**config.mk**
```make
export PLATFORM = sky130hd
export DESIGN_NAME = handshake_flat
export DESIGN_NICKNAME = d
export VERILOG_FILES = /design/src/rtl/handshake_pkg.sv /design/src/rtl/handshake_if.sv /design/src/rtl/handshake_sync.sv /design/src/rtl/handshake.sv /design/src/flat_wrapper.sv
export SDC_FILE = /design/constraint.sdc
export NUM_CORES = 1
export LEC_CHECK = 0
export CAP_MARGIN = 0
export CORE_ASPECT_RATIO = 0.9
export CORE_MARGIN = 4
export CORE_UTILIZATION = 34
export CTS_CLUSTER_DIAMETER = 120
export CTS_CLUSTER_SIZE = 40
export DETAILED_ROUTE_END_ITERATION = 7
export PLACE_DENSITY = 0.66
export SYNTH_ARGS = -nofsm -noshare
export SYNTH_HDL_FRONTEND = slang
export SYNTH_SLANG_ARGS = --single-unit
```
**constraint.sdc**
```tcl
create_clock -name clk -period 3.6 [get_ports clk]
set_input_delay 0.54 -clock clk [delete_from_list [all_inputs] [get_ports clk]]
set_output_delay 0.54 -clock clk [all_outputs]
set_load 0.1 [all_outputs]
```
**src/rtl/handshake_pkg.sv**
```systemverilog
`default_nettype none
// ============================================================================
//  Module      : handshake_pkg
//  Description : Shared types and default sizing for the four-phase
//                req/ack accumulating receiver.
//  Revision    : 1.0 - initial release
// ============================================================================
package handshake_pkg;

    // Receiver FSM: waiting for a request, or holding the acknowledge.
    typedef enum logic [0:0] {
        IDLE = 1'b0,
        ACK  = 1'b1
    } state_e;

    localparam int DEF_DATA_W      = 8;
    localparam int DEF_SUM_W       = 16;
    localparam int DEF_SYNC_STAGES = 2;

endpackage : handshake_pkg
`default_nettype wire

```
**src/rtl/handshake_if.sv**
```systemverilog
`default_nettype none
// ============================================================================
//  Module      : handshake_if
//  Description : Bundle of the req/ack handshake and running-sum signals.
//                The master drives req_in/data_in; the slave answers with
//                ack_out and exposes the accumulated sum_out.
//  Revision    : 1.0 - initial release
// ============================================================================
interface handshake_if
    import handshake_pkg::*;
#(
    parameter int DATA_W = DEF_DATA_W,
    parameter int SUM_W  = DEF_SUM_W
);
    logic              req_in;
    logic [DATA_W-1:0] data_in;
    logic              ack_out;
    logic [SUM_W-1:0]  sum_out;

    modport master (
        output req_in,
        output data_in,
        input  ack_out,
        input  sum_out
    );

    modport slave (
        input  req_in,
        input  data_in,
        output ack_out,
        output sum_out
    );

endinterface : handshake_if
`default_nettype wire

```
**src/rtl/handshake_sync.sv**
```systemverilog
`default_nettype none
// ============================================================================
//  Module      : handshake_sync
//  Description : STAGES-deep flop chain bringing a possibly asynchronous
//                single-bit level into the clk domain, with a synchronous
//                active-high clear of every stage.
//  Revision    : 1.0 - initial release
// ============================================================================
module handshake_sync #(
    parameter int STAGES = 2
) (
    input  logic clk,
    input  logic clr_i,
    input  logic d_i,
    output logic q_o
);

    logic [STAGES-1:0] chain_q;

    generate
        if (STAGES == 1) begin : g_single
            // Single-stage chain: just capture the input.
            always_ff @(posedge clk) begin
                if (clr_i) chain_q <= 1'b0;
                else       chain_q <= d_i;
            end
        end else begin : g_multi
            // Shift the input through the chain, newest bit in at the bottom.
            always_ff @(posedge clk) begin
                if (clr_i) chain_q <= '0;
                else       chain_q <= {chain_q[STAGES-2:0], d_i};
            end
        end
    endgenerate

    assign q_o = chain_q[STAGES-1];

endmodule : handshake_sync
`default_nettype wire

```
**src/rtl/handshake.sv**
```systemverilog
`default_nettype none
// ============================================================================
//  Module      : handshake
//  Description : Four-phase req/ack receiver. Each completed request adds the
//                zero-extended data word into a wrapping running sum, exactly
//                once per handshake regardless of how long req stays high.
//  Revision    : 1.0 - initial release
// ============================================================================
module handshake
    import handshake_pkg::*;
#(
    parameter int DATA_W      = DEF_DATA_W,
    parameter int SUM_W       = DEF_SUM_W,
    parameter int SYNC_STAGES = DEF_SYNC_STAGES
) (
    input  logic        clk,
    input  logic        rstn,    // active-high despite the name
    handshake_if.slave  bus
);

    logic             req_s;
    state_e           state_q, state_d;
    logic             ack_q,   ack_d;
    logic [SUM_W-1:0] sum_q,   sum_d;

    // req_in may come from another domain; the FSM only ever sees req_s.
    handshake_sync #(
        .STAGES (SYNC_STAGES)
    ) u_sync (
        .clk   (clk),
        .clr_i (rstn),
        .d_i   (bus.req_in),
        .q_o   (req_s)
    );

    // State, acknowledge and accumulator registers; reset wins over all.
    always_ff @(posedge clk) begin
        if (rstn) begin
            state_q <= IDLE;
            ack_q   <= 1'b0;
            sum_q   <= '0;
        end else begin
            state_q <= state_d;
            ack_q   <= ack_d;
            sum_q   <= sum_d;
        end
    end

    // Accumulate on entry to ACK only, so a long-held request adds once;
    // data_in is only sampled in IDLE, so changes during ACK are ignored.
    always_comb begin
        state_d = state_q;
        ack_d   = ack_q;
        sum_d   = sum_q;
        case (state_q)
            IDLE: begin
                if (req_s) begin
                    sum_d   = sum_q + SUM_W'(bus.data_in);
                    ack_d   = 1'b1;
                    state_d = ACK;
                end
            end
            ACK: begin
                if (!req_s) begin
                    ack_d   = 1'b0;
                    state_d = IDLE;
                end
            end
            default: begin
                ack_d   = 1'b0;
                state_d = IDLE;
            end
        endcase
    end

    assign bus.ack_out = ack_q;
    assign bus.sum_out = sum_q;

endmodule : handshake
`default_nettype wire

```
**src/flat_wrapper.sv**
```systemverilog
// flat-port wrapper written by rule: the top's interface ports become plain ports
module handshake_flat import handshake_pkg::*;
#(
    parameter int DATA_W      = DEF_DATA_W,
    parameter int SUM_W       = DEF_SUM_W,
    parameter int SYNC_STAGES = DEF_SYNC_STAGES
)
  (clk, rstn, bus_req_in, bus_data_in, bus_ack_out, bus_sum_out);
  handshake_if #(.DATA_W(DATA_W), .SUM_W(SUM_W)) bus_i ();
  input  logic clk;
  input  logic rstn;
  input wire logic [$bits(bus_i.req_in)-1:0] bus_req_in;
  input wire logic [$bits(bus_i.data_in)-1:0] bus_data_in;
  output wire logic [$bits(bus_i.ack_out)-1:0] bus_ack_out;
  output wire logic [$bits(bus_i.sum_out)-1:0] bus_sum_out;
  assign bus_i.req_in = bus_req_in;
  assign bus_i.data_in = bus_data_in;
  assign bus_ack_out = bus_i.ack_out;
  assign bus_sum_out = bus_i.sum_out;
  handshake #(.DATA_W(DATA_W), .SUM_W(SUM_W), .SYNC_STAGES(SYNC_STAGES)) u_core (.clk(clk), .rstn(rstn), .bus(bus_i));
endmodule
```
==> flow_summary.json, run 1 <==
{
  "syn_nets": 175,
  "fin_tns_setup_ns": 0,
  "fin_crit_ns": 2.51,
  "cp-start-kind": "input pin",
  "syn_area_um2": 1330,
  "use_met3": 0.0268,
  "clock_latency_ns": 0.26,
  "synth_xor_area_frac": 0.0197,
  "status": "complete, no violations",
  "die_area_um2": 4980,
  "synth_cell_type_count": 43,
  "drv_cap": 0,
  "die_w_um": 74.0,
  "start_util": 0.354,
  "synth-compound-area-share": 0.211,
  "drive_gt1_frac": 0.0726,
  "ir_drop_mv": 0.149,
  "core-area_um2": 3760,
  "grt_pass1_wl_mm": 5.71,
  "synth-adder-area-share": 0.0996,
  "post-cts-setup-buffers": 0,
  "layout.nets": 202,
  "io_buffer_count": 27,
  "firstDrtPassIters": 5,
  "setup_viol": 0,
  "syn_to_final_growth_pct": 26.8,
  "gr-usage-met1": 0.196,
  "drt-wirelength-per-cell_um": 14.9,
  "max_freq_mhz": 399,
  "required_ns": 3.75,
  "htree_levels": 1,
  "dr.first_iter.drc_count": 70,
  "slew_violations": 0,
  "grt_antenna_before_repair": 0,
  "ctsHoldBuffers": 0,
  "ys_ff_latch": 20,
  "path_class": "input pin to register",
  "gr-total-overflow": 0,
  "route.antenna.remaining_nets": 0,
  "critPathMaxFanout": 6,
  "p_leak_nw": 0.583,
  "clock_sinks": 20,
  "worstMarginPinSlew_ns": 0.970,
  "fin_crit_sh": 0.696,
  "n_antenna_cell": 0,
  "drc": 0,
  "fin_skew_ns": 0.00510,
  "place_area_um2": 1650,
  "dp_hpwl_mm": 2.47,
  "cts_tree": "done",
  "synth_edf_count": 0,
  "synth.avg_cell_area_um2": 8.64,
  "worstPathArrival_ns": 2.66,
  "hold_violations": 0,
  "top_usage_layer": "met2",
  "end_kind": "register",
  "p_per_area_nw_per_um2": 341,
  "synthArstFlopShare": 0,
  "p_int_mw": 0.366,
  "pwr-share-seq": 0.430,
  "cts_made_buffers": 3,
  "root_buffer": "clkbuf_8",
  "ios": 28,
  "rows": 21,
  "via_per_inst": 5.71,
  "comb_power_share": 0.320,
  "fp.dieH_um": 67.4,
  "slew_headroom": 0.352,
  "synth.yosys.seq_area_share": 0.301,
  "gp_congestion": 0.849,
  "final_area_um2": 1690,
  "ys_warn_count": 0,
  "muxShareOfSynthArea": 0.0395,
  "pwr-share-clk": 0.250,
  "nFillCells": 371,
  "met2_usage": 0.227,
  "rsz0062_at_grt": "false",
  "cts_resized": 0,
  "swShare": 0.364,
  "synth_cells": 154,
  "wirelength_mm": 3.35,
  "clk_path_buf_depth": 2,
  "synth-simple-area-share": 0.297,
  "grt_usage": 0.144,
  "synth_ff_type": "dfxtp_1",
  "switching_power_mw": 0.209,
  "path_clk_slew_ns": 0.07,
  "first_global_vias": 1236,
  "vias": 1285,
  "synth_top_family_by_area": "simple AND/OR/NAND/NOR gates",
  "hp-class": "register to register",
  "grt_max_degree": 16
}
==> synthesized netlist by cell type, types with 2 or more instances <==
master    number  area [um^2]
mux2i_1        3         30.0
o31ai_1        2         15.0
nor2b_1        6         37.5
o21a_1         2         15.0
dfxtp_1       20          400
nor2_1        12         45.0
o21ai_0        7         35.0
nand2_1       10         37.5
nor4b_1        8         70.1
o211a_1        2         20.0
nand2b_1       3         18.8
o211ai_1       3         22.5
nand3_1        6         30.0
ha_1           9          113
mux2_2         2         22.5
nor3b_1        7         52.6
nand4_1        2         12.5
or4_1          3         22.5
nor4_1         2         12.5
inv_1          4         15.0
a311oi_1       3         26.3
a21oi_1        7         35.0
a211oi_1       4         30.0
o22ai_1        2         12.5
xnor2_1        3         26.3
clkbuf_1       5         18.8
==> power by group through the flow <==
stage          registers (mW)  logic, mW  clock network (mW)
6_report                0.247      0.184               0.144
5_1_grt                 0.250      0.196               0.156
4_1_cts                 0.247      0.184               0.149
3_5_place_dp            0.252      0.183                   0
3_3_place_gp            0.251      0.180                   0
2_1_floorplan           0.314     0.0701                   0
==> cells in the final DEF (no fill, tap or decap), types with 2 or more instances in the layout <==
cell             instances
clkdlybuf4s50_1         27
dfxtp_1                 20
nor2_1                  12
nand2_1                 10
ha_1                     9
nor4b_1                  8
a21oi_1                  7
o21ai_0                  7
nor3b_1                  7
nor2b_1                  6
nand3_1                  6
inv_1                    4
a211oi_1                 4
o211ai_1                 3
nand2b_1                 3
a311oi_1                 3
or4_1                    3
xnor2_1                  3
mux2i_1                  3
clkbuf_8                 3
o21a_1                   2
o211a_1                  2
mux2_2                   2
nor4_1                   2
o31ai_1                  2
o22ai_1                  2
nand4_1                  2
buf_4                    2
==> layout make-up <==
class	count	area (um^2)	area share
Clock buffer	3	41.3	0.0245
Inverter	4	15.0	0.00890
Multi-Input combinational cell	123	888	0.526
Sequential cell	20	400	0.237
Tap cell	46	57.6	0.0341
Timing Repair Buffer	29	285	0.169
==> cells by family (layout without fill, tap and decap cells) <==
kind of cell | Yosys count | in the layout
and+or+nand+nor | 65 | 65
AOI/OAI and AO/OA | 40 | 40
DFF | 20 | 20
buffers and inverters | 11 | 36
adders and majority gates | 10 | 10
muxes | 5 | 5
xor gates and xnor gates | 3 | 3
==> layer usage <==
layer,share of wire,up-vias
met2,0.45,35
met5,0,-
met3,0.048,4
li1,-,638
met4,0.016,0
met1,0.48,608
==> path summary, 6_finish.rpt <==
check | startpoint | endpoint | slack (ns) | depth (start not counted)
setup / recovery | bus_data_in[0] | u_core.bus.sum_out[12] | 1.09 | 7
hold / removal | u_core.u_sync.chain_q[0] | u_core.u_sync.chain_q[1] | 0.46 | 1
setup reg to reg | u_core.state_q | u_core.bus.sum_out[14] | 1.43 | 6
hold reg to reg | u_core.u_sync.chain_q[0] | u_core.u_sync.chain_q[1] | 0.46 | 1
==> per-stage QoR <==
step	cells	hold WS (ns)	power (mW)	util	setup slack [ns]
final	225	0.457	0.575	0.449	1.09
after global routing	225	0.478	0.602	0.449	1.04
after floorplan	154	0.414	0.384	-	0.947
after detailed placement	222	0.429	0.435	0.438	0.854
after global placement	222	0.436	0.431	0.438	0.895
after CTS	225	0.460	0.580	0.449	1.11
==> critical path: stages <==
cell	delay, ns
clkdlybuf4s50_1	0.41
ha_1	0.23
fa_1	0.43
a211oi_1	0.34
o211a_1	0.33
nor4b_1	0.09
mux2_2	0.28
==> state kept, by name (all words and copies together), names as in the netlist <==
name	flops
u_core.bus.ack_out	1
u_core.u_sync.chain_q	2
u_core.state_q	1
u_core.bus.sum_out	16
Note: power is estimated with default switching activity, not from simulation.
==> inputs of run 2 (changes only) <==
--- a/config.mk
+++ b/config.mk
@@ -12,7 +12,7 @@
 export CTS_CLUSTER_DIAMETER = 120
 export CTS_CLUSTER_SIZE = 40
 export DETAILED_ROUTE_END_ITERATION = 7
-export PLACE_DENSITY = 0.66
+export PLACE_DENSITY = 0.68
 export SYNTH_ARGS = -nofsm -noshare
 export SYNTH_HDL_FRONTEND = slang
 export SYNTH_SLANG_ARGS = --single-unit
==> constraint.sdc (replaced) <==
create_clock -name clk -period 2.21 [get_ports clk]
set_input_delay 0.3315 -clock clk [delete_from_list [all_inputs] [get_ports clk]]
set_output_delay 0.3315 -clock clk [all_outputs]
set_load 0.1 [all_outputs]
==> run 2 against run 1 <==
Against the previous run: via count up 2.1%; sequential power grew 63%; hold slack lost 0.00098 ns; die area did not move; highest routed layer unchanged; sequential cell count unchanged; cell area up 7.4%; critical endpoint is now u_core.bus.sum_out[14]; total power grew 90%; largest power group unchanged.
==> flow_summary.json, run 2 (same netlist as run 1, synthesis figures left out) <==
{
  "status": "complete, no violations",
  "multiInputGateArea_um2": 905,
  "end_kind": "register",
  "fp.dieH_um": 67.4,
  "critPathMaxFanout": 6,
  "required_ns": 2.36,
  "grt_max_degree": 24,
  "drt-wirelength-per-cell_um": 14.5,
  "grt_antenna_before_repair": 0,
  "fin_crit_sh": 0.946,
  "vias": 1312,
  "pwr-share-clk": 0.339,
  "path_cells": "clkdlybuf4s50_1 > ha_2 > fa_2 > a211oi_2 > o211a_1 > nor4b_2 > mux2_2",
  "swShare": 0.329,
  "wirelength_mm": 3.48,
  "n_antenna_cell": 0,
  "root_buffer": "clkbuf_8",
  "layout_commonest_cell": "buf_4",
  "comb_power_share": 0.293,
  "die_w_um": 74.0,
  "slowest_stage": "clkdlybuf4s50_1",
  "ios": 28,
  "htree_levels": 1,
  "path_class": "input pin to register",
  "max_freq_mhz": 478,
  "drive_gt1_frac": 0.309,
  "grt_usage": 0.146,
  "dpl_worst_slack_ns": -0.264,
  "grt_pass1_wl_mm": 5.77,
  "hp-class": "register to register",
  "cts_made_buffers": 3,
  "cp-start-kind": "input pin",
  "via_per_inst": 5.47,
  "clock_latency_ns": 0.26,
  "switching_power_mw": 0.360,
  "route.antenna.remaining_nets": 0,
  "worstPathArrival_ns": 2.24,
  "nFillCells": 363,
  "crit_family": "buffers and inverters",
  "fin_skew_ns": 0.00555,
  "firstDrtPassIters": 4,
  "rows": 21,
  "path_buf_inv": 1,
  "path_clk_slew_ns": 0.08,
  "slew_violations": 0,
  "setup_viol": 0,
  "p_leak_nw": 0.702,
  "first_global_vias": 1285,
  "gp_congestion": 0.804,
  "largest_reg_flops": 16,
  "fin_crit_ns": 2.09,
  "start_util": 0.354,
  "hold_violations": 0,
  "final.setup.worst_slack_ns": 0.120,
  "ir_drop_mv": 0.209,
  "pwr-share-seq": 0.368,
  "drv_cap": 0,
  "layout.cells.most_common_list": "buf_4, nor2_1, nand2_1, clkdlybuf4s50_1, dfxtp_2",
  "drc": 0,
  "worstMarginPinSlew_ns": 0.485,
  "p_int_mw": 0.734,
  "core-area_um2": 3760,
  "die_area_um2": 4980,
  "fin_tns_setup_ns": 0,
  "dr.first_iter.drc_count": 106,
  "gr-total-overflow": 0,
  "syn_to_final_growth_pct": 36.2,
  "clock_sinks": 20,
  "layout.nets": 216,
  "clk_path_buf_depth": 2,
  "rsz0062_at_grt": "false",
  "slew_headroom": 0.673,
  "p_per_area_nw_per_um2": 604,
  "regArea_um2": 417,
  "whs_ns": 0.456,
  "cts_tree": "done",
  "io_buffer_count": 27,
  "cpPeakStageDelay_ns": 0.46,
  "dp_hpwl_mm": 2.62
}
==> run 2: changes by cell type in the layout (fill, tap and decap cells not counted), sizes merged <==
| cell | previous run | this run |
|---|---|---|
| buf | 2 | 33 |
| bufinv | 0 | 1 |
| clkdlybuf4s50 | 27 | 10 |
==> run 2: repair_timing <==
action,4_1_cts,5_1_grt
buffers inserted,0,1
endpoints found under the setup margin,0,3
hold buffers,0,0
resized for setup,0,4
==> run 2: routing by layer <==
metal  vias up  track usage  part of all wire
met5         -            0                 0
met4         0       0.0430            0.0072
met3         2       0.0208             0.047
met2        36        0.240              0.47
met1       602        0.199              0.47
li1        672            -                 -
==> run 2: final cells by class <==
type,count,share of cell area
Multi-Input combinational cell,123,0.499
Sequential cell,20,0.230
Timing Repair Buffer,43,0.192
Tap cell,46,0.0317
Clock buffer,3,0.0228
Clock inverter,1,0.0166
Inverter,4,0.00828
==> run 2: path summary, 6_finish.rpt <==
| kind | from | endpoint | slack (ns) | depth (start not counted) |
|---|---|---|---|---|
| min | u_core.u_sync.chain_q[0] | u_core.u_sync.chain_q[1] | 0.46 | 1 |
| max | bus_data_in[0] | u_core.bus.sum_out[14] | 0.12 | 7 |
| max reg2reg | u_core.bus.sum_out[0] | u_core.bus.sum_out[12] | 0.28 | 6 |
| min reg2reg | u_core.u_sync.chain_q[0] | u_core.u_sync.chain_q[1] | 0.46 | 1 |
==> run 2: per-stage QoR <==
stage / util / total power [mW] / cells / area, um^2
global placement: 0.457 / 0.720 / 235 / 1720
finish: 0.483 / 1.09 / 240 / 1810
CTS: 0.476 / 1.10 / 239 / 1790
global route: 0.483 / 1.14 / 240 / 1810
detailed placement: 0.457 / 0.725 / 235 / 1720
floorplan: - / 0.628 / 154 / 1350
==> run 2: power groups by stage <==
| stage | Clock (mW) | Combinational [mW] | Sequential (mW) |
|---|---|---|---|
| after floorplan | 0 | 0.114 | 0.514 |
| after global placement | 0 | 0.310 | 0.410 |
| after detailed placement | 0 | 0.315 | 0.410 |
| after CTS | 0.378 | 0.316 | 0.402 |
| after global routing | 0.391 | 0.345 | 0.406 |
| final | 0.371 | 0.321 | 0.403 |
